`src/rtl/lcd_hex_driver.sv`:
```
// HD44780 16x2 LCD driver (8-bit, write-only): power-up init, then line 1 shows `a` and line 2 shows `b` as hex.
// Optional LCD_SKIP_UNCHANGED_EN: after each frame, idle in HOLD until {a,b} differs from the last snapshot.
module lcd_hex_driver #(
    parameter int unsigned CLK_HZ      = 50_000_000,
    parameter int unsigned POWERUP_CYC = CLK_HZ / 25,
    parameter int unsigned SETUP_CYC   = 2,
    parameter int unsigned E_PULSE_CYC = 15,
    parameter int unsigned CMD_CYC     = CLK_HZ / 20_000,
    parameter int unsigned CLEAR_CYC   = CLK_HZ / 500
) (
    input  logic        clk,
    input  logic        reset,
    input  logic [63:0] a,
    input  logic [63:0] b,
    output logic        LCD_RS,
    output logic        LCD_E,
    output logic [7:0]  LCD_D,
    output logic        frame_done
);

    function automatic int unsigned max2(input int unsigned x, input int unsigned y);
        return (x > y) ? x : y;
    endfunction

    localparam int unsigned MAX_CYC     = max2(max2(POWERUP_CYC, SETUP_CYC),
                                               max2(max2(E_PULSE_CYC, CMD_CYC), CLEAR_CYC));
    localparam int unsigned CNT_W       = $clog2(MAX_CYC + 1);
    localparam int unsigned SLOT_W      = 6;
    localparam int unsigned BYTE_W      = 8;
    localparam int unsigned FRAME_FIRST = 6;
    localparam int unsigned FRAME_LAST  = 39;

    typedef enum logic [2:0] {
        ST_PWRUP,
        ST_SETUP,
        ST_PULSE,
`ifdef LCD_SKIP_UNCHANGED_EN
        ST_WAIT,
        ST_HOLD
`else
        ST_WAIT
`endif
    } state_t;

    state_t              state, state_nxt;
    logic [CNT_W-1:0]    cnt, cnt_nxt;
    logic [SLOT_W-1:0]   slot, slot_nxt;
    logic                rs_q, rs_nxt;
    logic                e_q, e_nxt;
    logic [BYTE_W-1:0]   d_q, d_nxt;
    logic                done_q, done_nxt;
    logic [63:0]         a_snap, a_snap_nxt;
    logic [63:0]         b_snap, b_snap_nxt;

    logic                load;
    logic [SLOT_W-1:0]   load_slot;
    logic                is_clear;
    logic [CNT_W-1:0]    wait_last;

    // Nibble i of w, counting from the most significant nibble.
    function automatic logic [3:0] nib(input logic [63:0] w, input logic [3:0] i);
        return w[{~i, 2'b00} +: 4];
    endfunction

    function automatic logic [BYTE_W-1:0] hex_char(input logic [3:0] n);
        return (n < 4'd10) ? (8'h30 + {4'h0, n}) : (8'h37 + {4'h0, n});
    endfunction

    // {RS, D} for a slot: 0..5 are init commands, 6..39 are the frame.
    function automatic logic [BYTE_W:0] slot_byte(input logic [SLOT_W-1:0] s,
                                                  input logic [63:0] sa,
                                                  input logic [63:0] sb);
        logic [SLOT_W-1:0] f;
        logic [BYTE_W:0]   r;
        f = s - SLOT_W'(FRAME_FIRST);
        case (s)
            6'd0, 6'd1, 6'd2: r = {1'b0, 8'h38};
            6'd3:             r = {1'b0, 8'h0C};
            6'd4:             r = {1'b0, 8'h01};
            6'd5:             r = {1'b0, 8'h06};
            default: begin
                if (f == 6'd0)
                    r = {1'b0, 8'h80};
                else if (f <= 6'd16)
                    r = {1'b1, hex_char(nib(sa, 4'(f - 6'd1)))};
                else if (f == 6'd17)
                    r = {1'b0, 8'hC0};
                else
                    r = {1'b1, hex_char(nib(sb, 4'(f - 6'd18)))};
            end
        endcase
        return r;
    endfunction

    assign is_clear  = !rs_q && (d_q == 8'h01);
    assign wait_last = is_clear ? CNT_W'(CLEAR_CYC - 1) : CNT_W'(CMD_CYC - 1);

    // State and output registers.
    always_ff @(posedge clk) begin
        if (reset) begin
            state  <= ST_PWRUP;
            cnt    <= '0;
            slot   <= '0;
            rs_q   <= 1'b0;
            e_q    <= 1'b0;
            d_q    <= '0;
            done_q <= 1'b0;
            a_snap <= '0;
            b_snap <= '0;
        end else begin
            state  <= state_nxt;
            cnt    <= cnt_nxt;
            slot   <= slot_nxt;
            rs_q   <= rs_nxt;
            e_q    <= e_nxt;
            d_q    <= d_nxt;
            done_q <= done_nxt;
            a_snap <= a_snap_nxt;
            b_snap <= b_snap_nxt;
        end
    end

    // Next-state logic; `load` starts the SETUP phase of load_slot.
    always_comb begin
        state_nxt  = state;
        cnt_nxt    = cnt + CNT_W'(1);
        slot_nxt   = slot;
        rs_nxt     = rs_q;
        e_nxt      = 1'b0;
        d_nxt      = d_q;
        done_nxt   = 1'b0;
        a_snap_nxt = a_snap;
        b_snap_nxt = b_snap;
        load       = 1'b0;
        load_slot  = slot;

        case (state)
            ST_PWRUP: begin
                if (cnt == CNT_W'(POWERUP_CYC - 1)) begin
                    load      = 1'b1;
                    load_slot = '0;
                end
            end
            ST_SETUP: begin
                if (cnt == CNT_W'(SETUP_CYC - 1)) begin
                    state_nxt = ST_PULSE;
                    cnt_nxt   = '0;
                end
                e_nxt = (cnt == CNT_W'(SETUP_CYC - 1));
            end
            ST_PULSE: begin
                e_nxt = 1'b1;
                if (cnt == CNT_W'(E_PULSE_CYC - 1)) begin
                    state_nxt = ST_WAIT;
                    cnt_nxt   = '0;
                    e_nxt     = 1'b0;
                end
            end
            ST_WAIT: begin
                if (cnt == wait_last) begin
                    if (slot == SLOT_W'(FRAME_LAST)) begin
                        done_nxt = 1'b1;
`ifdef LCD_SKIP_UNCHANGED_EN
                        state_nxt = ST_HOLD;
                        cnt_nxt   = '0;
`else
                        load      = 1'b1;
                        load_slot = SLOT_W'(FRAME_FIRST);
`endif
                    end else begin
                        load      = 1'b1;
                        load_slot = slot + SLOT_W'(1);
                    end
                end
            end
`ifdef LCD_SKIP_UNCHANGED_EN
            ST_HOLD: begin
                cnt_nxt = '0;
                if ({a, b} != {a_snap, b_snap}) begin
                    load      = 1'b1;
                    load_slot = SLOT_W'(FRAME_FIRST);
                end
            end
`endif
            default: begin
                state_nxt = ST_PWRUP;
                cnt_nxt   = '0;
            end
        endcase

        if (load) begin
            state_nxt         = ST_SETUP;
            cnt_nxt           = '0;
            slot_nxt          = load_slot;
            {rs_nxt, d_nxt}   = slot_byte(load_slot, a_snap, b_snap);
            if (load_slot == SLOT_W'(FRAME_FIRST)) begin
                a_snap_nxt = a;
                b_snap_nxt = b;
            end
        end
    end

    assign LCD_RS     = rs_q;
    assign LCD_E      = e_q;
    assign LCD_D      = d_q;
    assign frame_done = done_q;

endmodule

```
`config.mk`:
```
export PLATFORM = sky130hd
export DESIGN_NAME = lcd_hex_driver
export DESIGN_NICKNAME = d
export VERILOG_FILES = /design/src/rtl/lcd_hex_driver.sv
export SDC_FILE = /design/constraint.sdc
export NUM_CORES = 1
export LEC_CHECK = 0
export ABC_CLOCK_PERIOD_IN_PS = 8900
export CAP_MARGIN = 40
export CORE_MARGIN = 1
export CORE_UTILIZATION = 30
export DETAILED_ROUTE_END_ITERATION = 10
export GPL_ROUTABILITY_DRIVEN = 0
export GPL_TIMING_DRIVEN = 0
export HOLD_SLACK_MARGIN = 0.08
export PLACE_DENSITY_LB_ADDON = 0.2
export SLEW_MARGIN = 20
export SYNTH_ARGS = -nofsm -noshare
export SYNTH_HDL_FRONTEND = slang
export SYNTH_SLANG_ARGS = --single-unit
export TNS_END_PERCENT = 100
```
`constraint.sdc`:
```
create_clock -name clk -period 8.9 [get_ports clk]
set_clock_uncertainty 0.1 [all_clocks]
set_input_delay 1.78 -clock clk [delete_from_list [all_inputs] [get_ports clk]]
set_output_delay 1.78 -clock clk [all_outputs]
set_load 0.05 [all_outputs]
```
# ---- Word level (Yosys, flattened, before mapping)
# Index checks and enable logic that the tools add are counted.
dict set report op_classes {
  addsub 9
  n_mul 0
  div_mod_pow 0
  magnitude_cmp 3
  n_eq_ne 21
  shifts 2
  muxes 24
  n_bitwise 5
  reduce_logical 12
}
# cell count
set ops {}
lappend ops {{$shiftx 64x7->4} 2}
lappend ops {{$pmux 21 s3} 1}
lappend ops {{$mux 21} 2}
lappend ops {{$pmux 9 s4} 1}
lappend ops {{$add 6x4->7 const A} 4}
lappend ops {{$mux 9} 3}
lappend ops {{$add 21x1->21 const B} 1}
lappend ops {{$eq 21x1->1 const B} 1}
lappend ops {{$eq 21x17->1} 1}
lappend ops {{$eq 21x21->1 const B} 1}
lappend ops {{$eq 21x4->1 const B} 1}
lappend ops {{$eq 6x3->1 const B} 3}
lappend ops {{$mux 6} 3}
lappend ops {{$mux 17} 1}
lappend ops {{$mux 7} 2}
lappend ops {{$eq 6x2->1 const B} 2}
lappend ops {{$logic_not 6->1} 2}
lappend ops {{$pmux 6 s2} 1}
lappend ops {{$pmux 3 s3} 1}
lappend ops {{$eq 8x1->1 const B} 1}
lappend ops {{$lt 4x4->1 const B} 2}
lappend ops {{$not 4->4} 2}
lappend ops {{$add 6x1->6 const B} 1}
lappend ops {{$eq 3x2->1 const B} 2}
lappend ops {{other kinds (22)} 35}
dict set report word_totals {
  reg_bits 169
  latch_bits 0
  mem_bits_rw 0
  mem_bits_ro 0
  in_bits 130
  out_inout_bits 11
  elab_cells 86
  memories 0
}

# ---- Longest topological paths before layout
# Gate-level depths: netlist of the first run.
dict set report logic_depth {
  word_depth 16
  mapped_depth 23
  ltp_nobuf 18
}

# ---- Worst setup path before layout of the first run
# OpenSTA, ideal clock, no wires.
dict set report synth_path {
  kind {reg2reg}
  from {register cnt[5]}
  to {register d_q[2], in the netlist LCD_D[2]}
  setup_time_ns 0.086
  arrival_ns 5.515
  required_ns 8.714
  setup_slack_ns 3.200
  path_stages_with_launch 22
  n_path_buf 4
  period_less_slack_ns 5.700
  path_cell_list {dfxtp_1 > or4_4 > or2_1 > or3_4 > a2111o_1 > nand2_2 > inv_2 > clkbuf_1 > ha_1 > clkbuf_1 > xnor2_1 > buf_1 > clkbuf_1 > mux2i_1 > mux2i_1 > mux2i_1 > mux2_2 > ha_1 > a21oi_1 > a31oi_1 > or3_1 > a211oi_1}
}
dict set report synth_between {
  elab_chain_cells 13
  word_cells_on_any_way 37
  cone_classes {add/sub: 7; order compare: 3; eq/ne: 8; shift: 2; mux: 12; bitwise: 2; reduce/logical: 3}
}
# item line_no
set synth_rtl {}
lappend synth_rtl {{start, declared} 46} ;# logic [CNT_W-1:0] cnt, cnt_nxt;
lappend synth_rtl {{start signal, assigned} 112} ;# cnt <= cnt_nxt;
lappend synth_rtl {{$eq 21x17->1 or $eq 21x21->1 (tied branches)} {160, 139}}
lappend synth_rtl {{$mux 6 (on tied branches)} {160, 139}}
lappend synth_rtl {{$pmux 6 s2 (*)} 137} ;# case (state)
lappend synth_rtl {{net load_slot[1]} 56} ;# logic [SLOT_W-1:0] load_slot;
lappend synth_rtl {{$sub 6x3->6} 75} ;# f = s - SLOT_W'(FRAME_FIRST);
lappend synth_rtl {{$sub 4x2->4} 89} ;# r = {1'b1, hex_char(nib(sb, 4'(f - 6'd18)))};
lappend synth_rtl {{$not 4->4} 62} ;# return w[{~i, 2'b00} +: 4];
lappend synth_rtl {{$shiftx 64x7->4} 62}
lappend synth_rtl {{$add 6x4->7 or $lt 4x4->1 (tied branches)} 66} ;# return (n < 4'd10) ? (8'h30 + {4'h0, n}) : (8'h37 + {4'h0, n});
lappend synth_rtl {{$mux 7} 66}
lappend synth_rtl {{$mux 9} 86} ;# else if (f == 6'd17)
lappend synth_rtl {{$mux 9} 84} ;# else if (f <= 6'd16)
lappend synth_rtl {{$mux 9} 82} ;# if (f == 6'd0)
lappend synth_rtl {{$pmux 9 s4 (*)} 76} ;# case (s)
lappend synth_rtl {{end signal, assigned} 116} ;# d_q <= d_nxt;
lappend synth_rtl {{end, declared} 50} ;# logic [BYTE_W-1:0] d_q, d_nxt;
# Mark *: on every way through the listed nets, which the timed path passes. The rest lies on a longest branch.
# A chain may end at the register's enable or synchronous reset.

# ---- Worst setup path in the final report of the first run
dict set report layout_path {
  from {register cnt[0]}
  to {register d_q[4], in the netlist LCD_D[4]}
}
# The elaborated chain is that of the path after synthesis.

==> summary.md, run 1 <==
| Metric | Value |
|---|---|
| Hold Crit Class | `reg2reg` |
| Fin crit period | `~7.2 ns` |
| Critical Path End Type | `register` |
| Drt initial violations | `roughly 460` |
| GRT Total Usage | `0.193` |
| Post-synthesis cell count | `~1100` |
| Netlist cell types | `73` |
| Chip height | `169 µm` |
| Clock sink count | `~170` |
| Largest net degree at the start of global routing | `17` |
| Fmax | `0.138 GHz` |
| Initial antenna violation count | `0` |
| Arrival time worst endpoint | `7.45 ns` |
| Inserted Diodes | `0` |
| Critical path peak fanout | `14` |
| Fin crit share | `0.814` |
| Ys async rst share | `0` |
| Final #Nets | `about 1400` |
| Synth area leaders | `dfxtp_1 (40%), nand2_1 (14%), a21oi_1 (9.2%)` |
| Peak VDD IR | `~140 µV` |
| IO Port Bufs | `approximately 140` |
| Vias in the first global route | `roughly 7800` |
| Setup-failing EPs final | `0` |
| LEAKAGE | `3.67 nW` |
| EDFF count, synth | `0` |
| CTS root buf | `clkbuf_16` |
| Startpoint type of the worst setup path | `register` |
| Core area | `~27000 µm²` |
| CTS Buf Count | `17` |
| Post-synth top area share | `0.402` |
| Primary FF master, synth | `dfxtp_1` |
| Initial Util | `0.308` |
| RSZ-0062 raised after global routing | `false` |
| Drt wl/cell | `~17 µm` |
| Grt ovf | `0` |
| Post-Syn Area | `8360 µm²` |
| Pwr/cell area | `about 190 nW/µm²` |
| Layout cells sized above 1 | `0.0624` |
| Full die area | `28500 µm²` |
| Post-cts resize count | `0` |
| Post-CTS Setup Inserts | `0` |
| CTS clk-pin slew, worst paths | `around 0.070 ns` |
| Area Growth Syn to Fin | `28.9%` |
| Yosys reg bits | `between 150 and 200` |
| Endpoints failing hold | `0` |
| Synth area leader | `dfxtp_1` |
| DRC Markers | `0` |
| Status | `finished, final reports clean` |
| Num ports | `about 140` |
| Clk buf depth | `2` |
| Clock Latency Late Sink | `about 0.43 ns` |
| Routed vias/inst | `between 4 and 5` |
| First-pass GRT wire length | `42.4 mm` |
| Die X | `around 170 µm` |
| Antenna Nets Post-Route | `0` |
| Net Count, Synth | `between 1000 and 1500` |
| Post-Route WL | `27.0 mm` |
| Total negative slack | `0 ns` |
| Slew margin rel. | `0.420` |
| Via count | `around 8000` |
| CP required | `9.10 ns` |
| Register area share after synthesis | `0.402` |
| DR pass1 iterations | `5` |
| Slew Limit Fails | `0` |
| Mean cell area of the mapped netlist | `about 8 µm²` |
| H-tree lvl count | `4` |
| Max-cap violations | `0` |
| Worst-margin pin slew | `0.864 ns` |
| Yosys warns | `0` |
| Placement Rows | `60` |
| CTS tree | `yes` |
| HPWL after DPL | `just over 20 mm` |
| Cts-stage hold buffer count | `0` |
| Worst hold margin | `~0.35 ns` |
| Kind of critical path | `reg2reg` |
-- critical path: stages (launching register included) --
cell and delay (ns):
dfxtp_1 0.44, ha_1 0.29, nand3_1 0.16, nor4_1 0.55, a31oi_1 0.34, a2111o_1 0.52
nand2_2 0.26, inv_2 0.10, clkbuf_1 0.38, ha_1 0.42, clkbuf_1 0.41, xnor2_1 0.20
buf_1 0.50, clkbuf_1 0.63, mux2i_1 0.24, mux2i_1 0.18, mux2i_1 0.11, mux2_2 0.36
ha_1 0.24, o21ai_0 0.20, a21oi_1 0.10, a31oi_1 0.31, a21oi_1 0.10
-- flip-flops by register name (all words and copies together) (netlist names) --
| name | count |
|---|---|
| b_snap | 64 |
| slot | 6 |
| LCD_D | 8 |
| LCD_E | 1 |
| frame_done | 1 |
| cnt | 21 |
| a_snap | 64 |
| LCD_RS | 1 |
| state | 2 |
-- area by class of cell --
type / count / area, µm²
fill: 2911 / 16400
multi-input combinational: 811 / 4680
sequential: 168 / 3360
timing repair buffer: 140 / 1400
tap: 372 / 465
clock buffer: 19 / 443
buffer: 67 / 262
clock inverter: 13 / 111
inverter: 15 / 56.3
-- cells in the mapped netlist, types with 4 or more instances --
| library cell | count |
|---|---|
| a211oi_1 | 20 |
| a21o_1 | 4 |
| a21oi_1 | 153 |
| a22oi_1 | 4 |
| a31oi_1 | 12 |
| and3_1 | 19 |
| buf_1 | 4 |
| buf_2 | 5 |
| clkbuf_1 | 57 |
| dfxtp_1 | 168 |
| ha_1 | 18 |
| inv_1 | 13 |
| mux2_2 | 8 |
| mux2i_1 | 34 |
| mux4_2 | 12 |
| nand2_1 | 302 |
| nand3_1 | 23 |
| nand4_1 | 6 |
| nor2_1 | 60 |
| nor2b_1 | 5 |
| nor3_1 | 9 |
| nor3b_1 | 4 |
| nor4_1 | 4 |
| o21ai_0 | 15 |
| or2_2 | 4 |
| or3_1 | 5 |
| xnor2_1 | 7 |
| xor2_1 | 16 |
-- cell families (layout without fill, tap and decap cells) --
logic type,count (synthesis),in the layout,share of synthesized area
AO/OA/AOI/OAI,249,249,0.178
XOR/XNOR,23,23,0.0241
buffers and inverters,82,254,0.0380
multiplexers,54,54,0.0838
adder cells (fa/ha/maj),18,18,0.0269
flip-flops,168,168,0.402
AND/OR/NAND/NOR,467,467,0.247
-- path summary, 6_finish.rpt --
check / from / end / slack, ns / cells after the start
max: cnt[0] / LCD_D[4] / 1.65 / 22
min: a_snap[47] / a_snap[47] / 0.35 / 2
max reg2reg: cnt[0] / LCD_D[4] / 1.65 / 22
min reg2reg: a_snap[47] / a_snap[47] / 0.35 / 2
-- metal layers --
layer,vias up,global-route usage,wire length (µm)
met2,196,0.315,12500
met5,-,0,0
met4,0,0.0553,395
met3,24,0.0320,1160
li1,4003,-,-
met1,3719,0.262,13000
-- power by group --
part | internal [mW] | switching (mW) | total [mW]
registers | 0.761 | 0.0132 | 0.774
logic | 0.234 | 0.372 | 0.605
clock network | 0.373 | 0.338 | 0.711
total | 1.37 | 0.723 | 2.09
-- cells in the final DEF, fill, tap and decap left out, types with 4 or more instances in the layout --
master and n:
inv_6 4, or3_1 5, or2_2 4, clkdlybuf4s50_1 139
nor4_1 4, buf_2 6, nand2_1 302, a21o_1 4
nand4_1 6, nor2b_1 5, ha_1 18, nor3b_1 4
nor3_1 9, xor2_1 16, clkbuf_1 58, a31oi_1 12
mux4_2 12, mux2_2 8, mux2i_1 34, inv_1 13
and3_1 19, o21ai_0 15, a211oi_1 20, xnor2_1 7
buf_1 4, clkbuf_16 17, a21oi_1 153, a22oi_1 4
nor2_1 60, dfxtp_1 168, nand3_1 23
-- through the flow --
step / util / std cells / worst slack (ns) / instance area (µm²) / total power [mW]
floorplan: - / 1061 / 3.20 / 8360 / 1.17
global placement: 0.376 / 1572 / 1.63 / 10200 / 1.39
detailed placement: 0.376 / 1573 / 1.68 / 10200 / 1.39
CTS: 0.397 / 1605 / 1.62 / 10800 / 2.10
global route: 0.397 / 1605 / 1.16 / 10800 / 2.19
finish: 0.397 / 1605 / 1.65 / 10800 / 2.09
Power figures use the tool's default switching activity.
==> run 2: changes to the inputs <==
Settings changed: ABC_CLOCK_PERIOD_IN_PS 8900 to 6990.
Clock period 8.9 ns to 6.99 ns, I/O delays scaled along.
==> run 2 against run 1 <==
Count of clock-buffer cells in the layout unchanged. Wire length up 0.14%. Via count up 0.31%. Combinational power up 27%. Clock power up 27%. Die area unchanged. Sequential power up 27%. Cell area about the same. Largest power group unchanged. Highest routed layer unchanged.
==> summary.md, run 2 (synthesis gave the netlist of run 1 again) <==
| Metric | Value |
|---|---|
| Most frequent cells in the layout | `nand2_1 (302), dfxtp_1 (168), a21oi_1 (153), clkdlybuf4s50_1 (139), nor2_1 (60) (unchanged)` |
| Max stage delay on crit path | `0.51 ns (was 0.63 ns)` |
| Placed instance count | `1573 (unchanged)` |
| Vias in the first global route | `7810 (unchanged)` |
| Arrival time worst endpoint | `6.79 ns (was 7.45 ns)` |
| Initial antenna violation count | `0 (unchanged)` |
| Area post-placement | `10200 µm² (unchanged)` |
| Chip height | `169 µm (unchanged)` |
| Hold path depth | `2 (unchanged)` |
| DR pass1 iterations | `5 (unchanged)` |
| FF-to-FF path depth | `22 (unchanged)` |
| Slew margin rel. | `0.420 (about the same)` |
| Critical Path, Cell by Cell | `ha_1 > nand3_1 > nor4_2 > a31oi_1 > a2111o_1 > nand2_2 > inv_2 > clkbuf_1 > ha_1 > clkbuf_1 > xnor2_1 > buf_2 > clkbuf_2 > mux2i_1 > mux2i_1 > mux2i_1 > mux2_2 > ha_1 > o21ai_0 > a21oi_1 > a31oi_1 > a21oi_1 (was ha_1 > nand3_1 > nor4_1 > a31oi_1 > a2111o_1 > nand2_2 > inv_2 > clkbuf_1 > ha_1 > clkbuf_1 > xnor2_1 > buf_1 > clkbuf_1 > mux2i_1 > mux2i_1 > mux2i_1 > mux2_2 > ha_1 > o21ai_0 > a21oi_1 > a31oi_1 > a21oi_1)` |
| Critical path peak fanout | `14 (unchanged)` |
| Worst hold margin | `0.346 ns (about the same)` |
| Pwr/cell area | `247 nW/µm² (was 194 nW/µm²)` |
| Startpoint type of the worst setup path | `register (unchanged)` |
| Final #Nets | `1368 (unchanged)` |
| H-tree lvl count | `4 (unchanged)` |
| Routed vias/inst | `4.96 (was 4.95)` |
| WP buf/inv | `5 (unchanged)` |
| GRT Total Usage | `0.193 (unchanged)` |
| CTS Buf Count | `17 (unchanged)` |
| Post-cts resize count | `3 (was 0)` |
| Status | `finished, final reports clean (unchanged)` |
| Max-cap violations | `0 (unchanged)` |
| Biggest regs | `a_snap (64), b_snap (64), cnt (21) (unchanged)` |
| Cts-stage hold buffer count | `0 (unchanged)` |
| Inserted Diodes | `0 (unchanged)` |
| Peak VDD IR | `175 µV (was 137 µV)` |
| Reg-to-reg endpoint | `LCD_D[4] (unchanged)` |
| Initial Util | `0.308 (unchanged)` |
| Antenna Nets Post-Route | `0 (unchanged)` |
| Top Family by Delay on Critical Path | `buffers and inverters (unchanged)` |
| Fin crit period | `6.59 ns (was 7.25 ns)` |
| Clock Latency Late Sink | `0.43 ns (about the same)` |
| Core area | `27200 µm² (unchanged)` |
| Drt initial violations | `460 (was 457)` |
| Reg-to-Reg Start | `cnt[0] (unchanged)` |
| Full die area | `28500 µm² (unchanged)` |
| Fmax | `0.152 GHz (was 0.138 GHz)` |
| CP required | `7.19 ns (was 9.10 ns)` |
| CTS tree | `yes (unchanged)` |
| Slew Limit Fails | `0 (unchanged)` |
| Kind of critical path | `reg2reg (unchanged)` |
| Endpoints failing hold | `0 (unchanged)` |
| IO Port Bufs | `139 (unchanged)` |
| Clk buf depth | `2 (unchanged)` |
| Setup-failing EPs final | `0 (unchanged)` |
| Reg2Reg Setup Slack | `0.40 ns (was 1.65 ns)` |
| Hold path endpoint | `a_snap[47] (unchanged)` |
| Post-CTS Setup Inserts | `0 (unchanged)` |
| Hold path startpoint | `a_snap[47] (unchanged)` |
| Grt ovf | `0 (unchanged)` |
| Post-Route WL | `27.1 mm (was 27.0 mm)` |
| Worst-margin pin slew | `0.864 ns (about the same)` |
| CTS root buf | `clkbuf_16 (unchanged)` |
| Placement Rows | `60 (unchanged)` |
| First-pass GRT wire length | `42.4 mm (unchanged)` |
| Drt wl/cell | `16.9 µm (was 16.8 µm)` |
| Area Growth Syn to Fin | `29.0% (was 28.9%)` |
| Hold Crit Class | `reg2reg (unchanged)` |
| Finished Layout Cells | `1605 (unchanged)` |
| Fin crit share | `0.943 (was 0.814)` |
| Layout cells sized above 1 | `0.0657 (was 0.0624)` |
| Clock sink count | `168 (unchanged)` |
| HPWL after DPL | `20.2 mm (unchanged)` |
| Via count | `7967 (was 7942)` |
| Most common cell after layout, fill and taps aside | `nand2_1 (unchanged)` |
| CP max-delay cell | `a2111o_1 (was clkbuf_1)` |
| DRC Markers | `0 (unchanged)` |
| CTS clk-pin slew, worst paths | `0.07 ns (about the same)` |
| Die X | `169 µm (unchanged)` |
| LEAKAGE | `3.67 nW (about the same)` |
| Num ports | `141 (unchanged)` |
| Final Cell Area | `10800 µm² (about the same)` |
| Critical Path End Type | `register (unchanged)` |
| Largest net degree at the start of global routing | `17 (unchanged)` |
## run 2: cell counts in the layout (fill, tap and decap cells not counted)
No cell type changed its count.
## run 2: cell type report
cell class	count	area (µm²)
buffer	67	265
sequential	168	3360
clock buffer	19	443
clock inverter	13	111
inverter	15	56.3
timing repair buffer	140	1400
multi-input combinational	811	4680
tap	372	465
fill	2908	16400
## run 2: worst min-delay path, cell delays in order (launching register included)
cell and delay [ns]:
dfxtp_1 0.31, nand2_1 0.05, a21oi_1 0.05
## run 2: metrics by stage
| stage | total power, mW | utilization | setup WS (ns) | setup TNS (ns) |
|---|---|---|---|---|
| after global placement | 1.77 | 0.376 | -0.280 | -0.972 |
| after detailed placement | 1.77 | 0.376 | -0.234 | -0.688 |
| final | 2.66 | 0.397 | 0.402 | 0 |
| after CTS | 2.67 | 0.397 | 0.253 | 0 |
| after global routing | 2.79 | 0.397 | -0.0180 | -0.0180 |
| after floorplan | 1.49 | - | 1.29 | 0 |
## run 2: worst max-delay path by stage
stage / start / to / slack, ns / cells after the start
2_1_floorplan: cnt[5] / LCD_D[2] / 1.29 / 21
3_3_place_gp: cnt[0] / LCD_D[4] / -0.28 / 22
3_5_place_dp: cnt[0] / LCD_D[2] / -0.23 / 22
4_1_cts: cnt[0] / LCD_D[4] / 0.25 / 22
5_1_grt: cnt[0] / LCD_D[2] / -0.02 / 22
6_report: cnt[0] / LCD_D[4] / 0.40 / 22
## run 2: layer usage
layer / global-route usage / vias to the layer above / part of all wire
li1: - / 4001 / -
met1: 0.262 / 3741 / 0.48
met2: 0.315 / 198 / 0.46
met3: 0.0320 / 27 / 0.044
met4: 0.0553 / 0 / 0.016
met5: 0 / - / 0
## run 2: power by group
part | internal [mW] | switching, mW
Clock | 0.474 | 0.431
Sequential | 0.969 | 0.0169
Combinational | 0.298 | 0.473
Total | 1.74 | 0.921
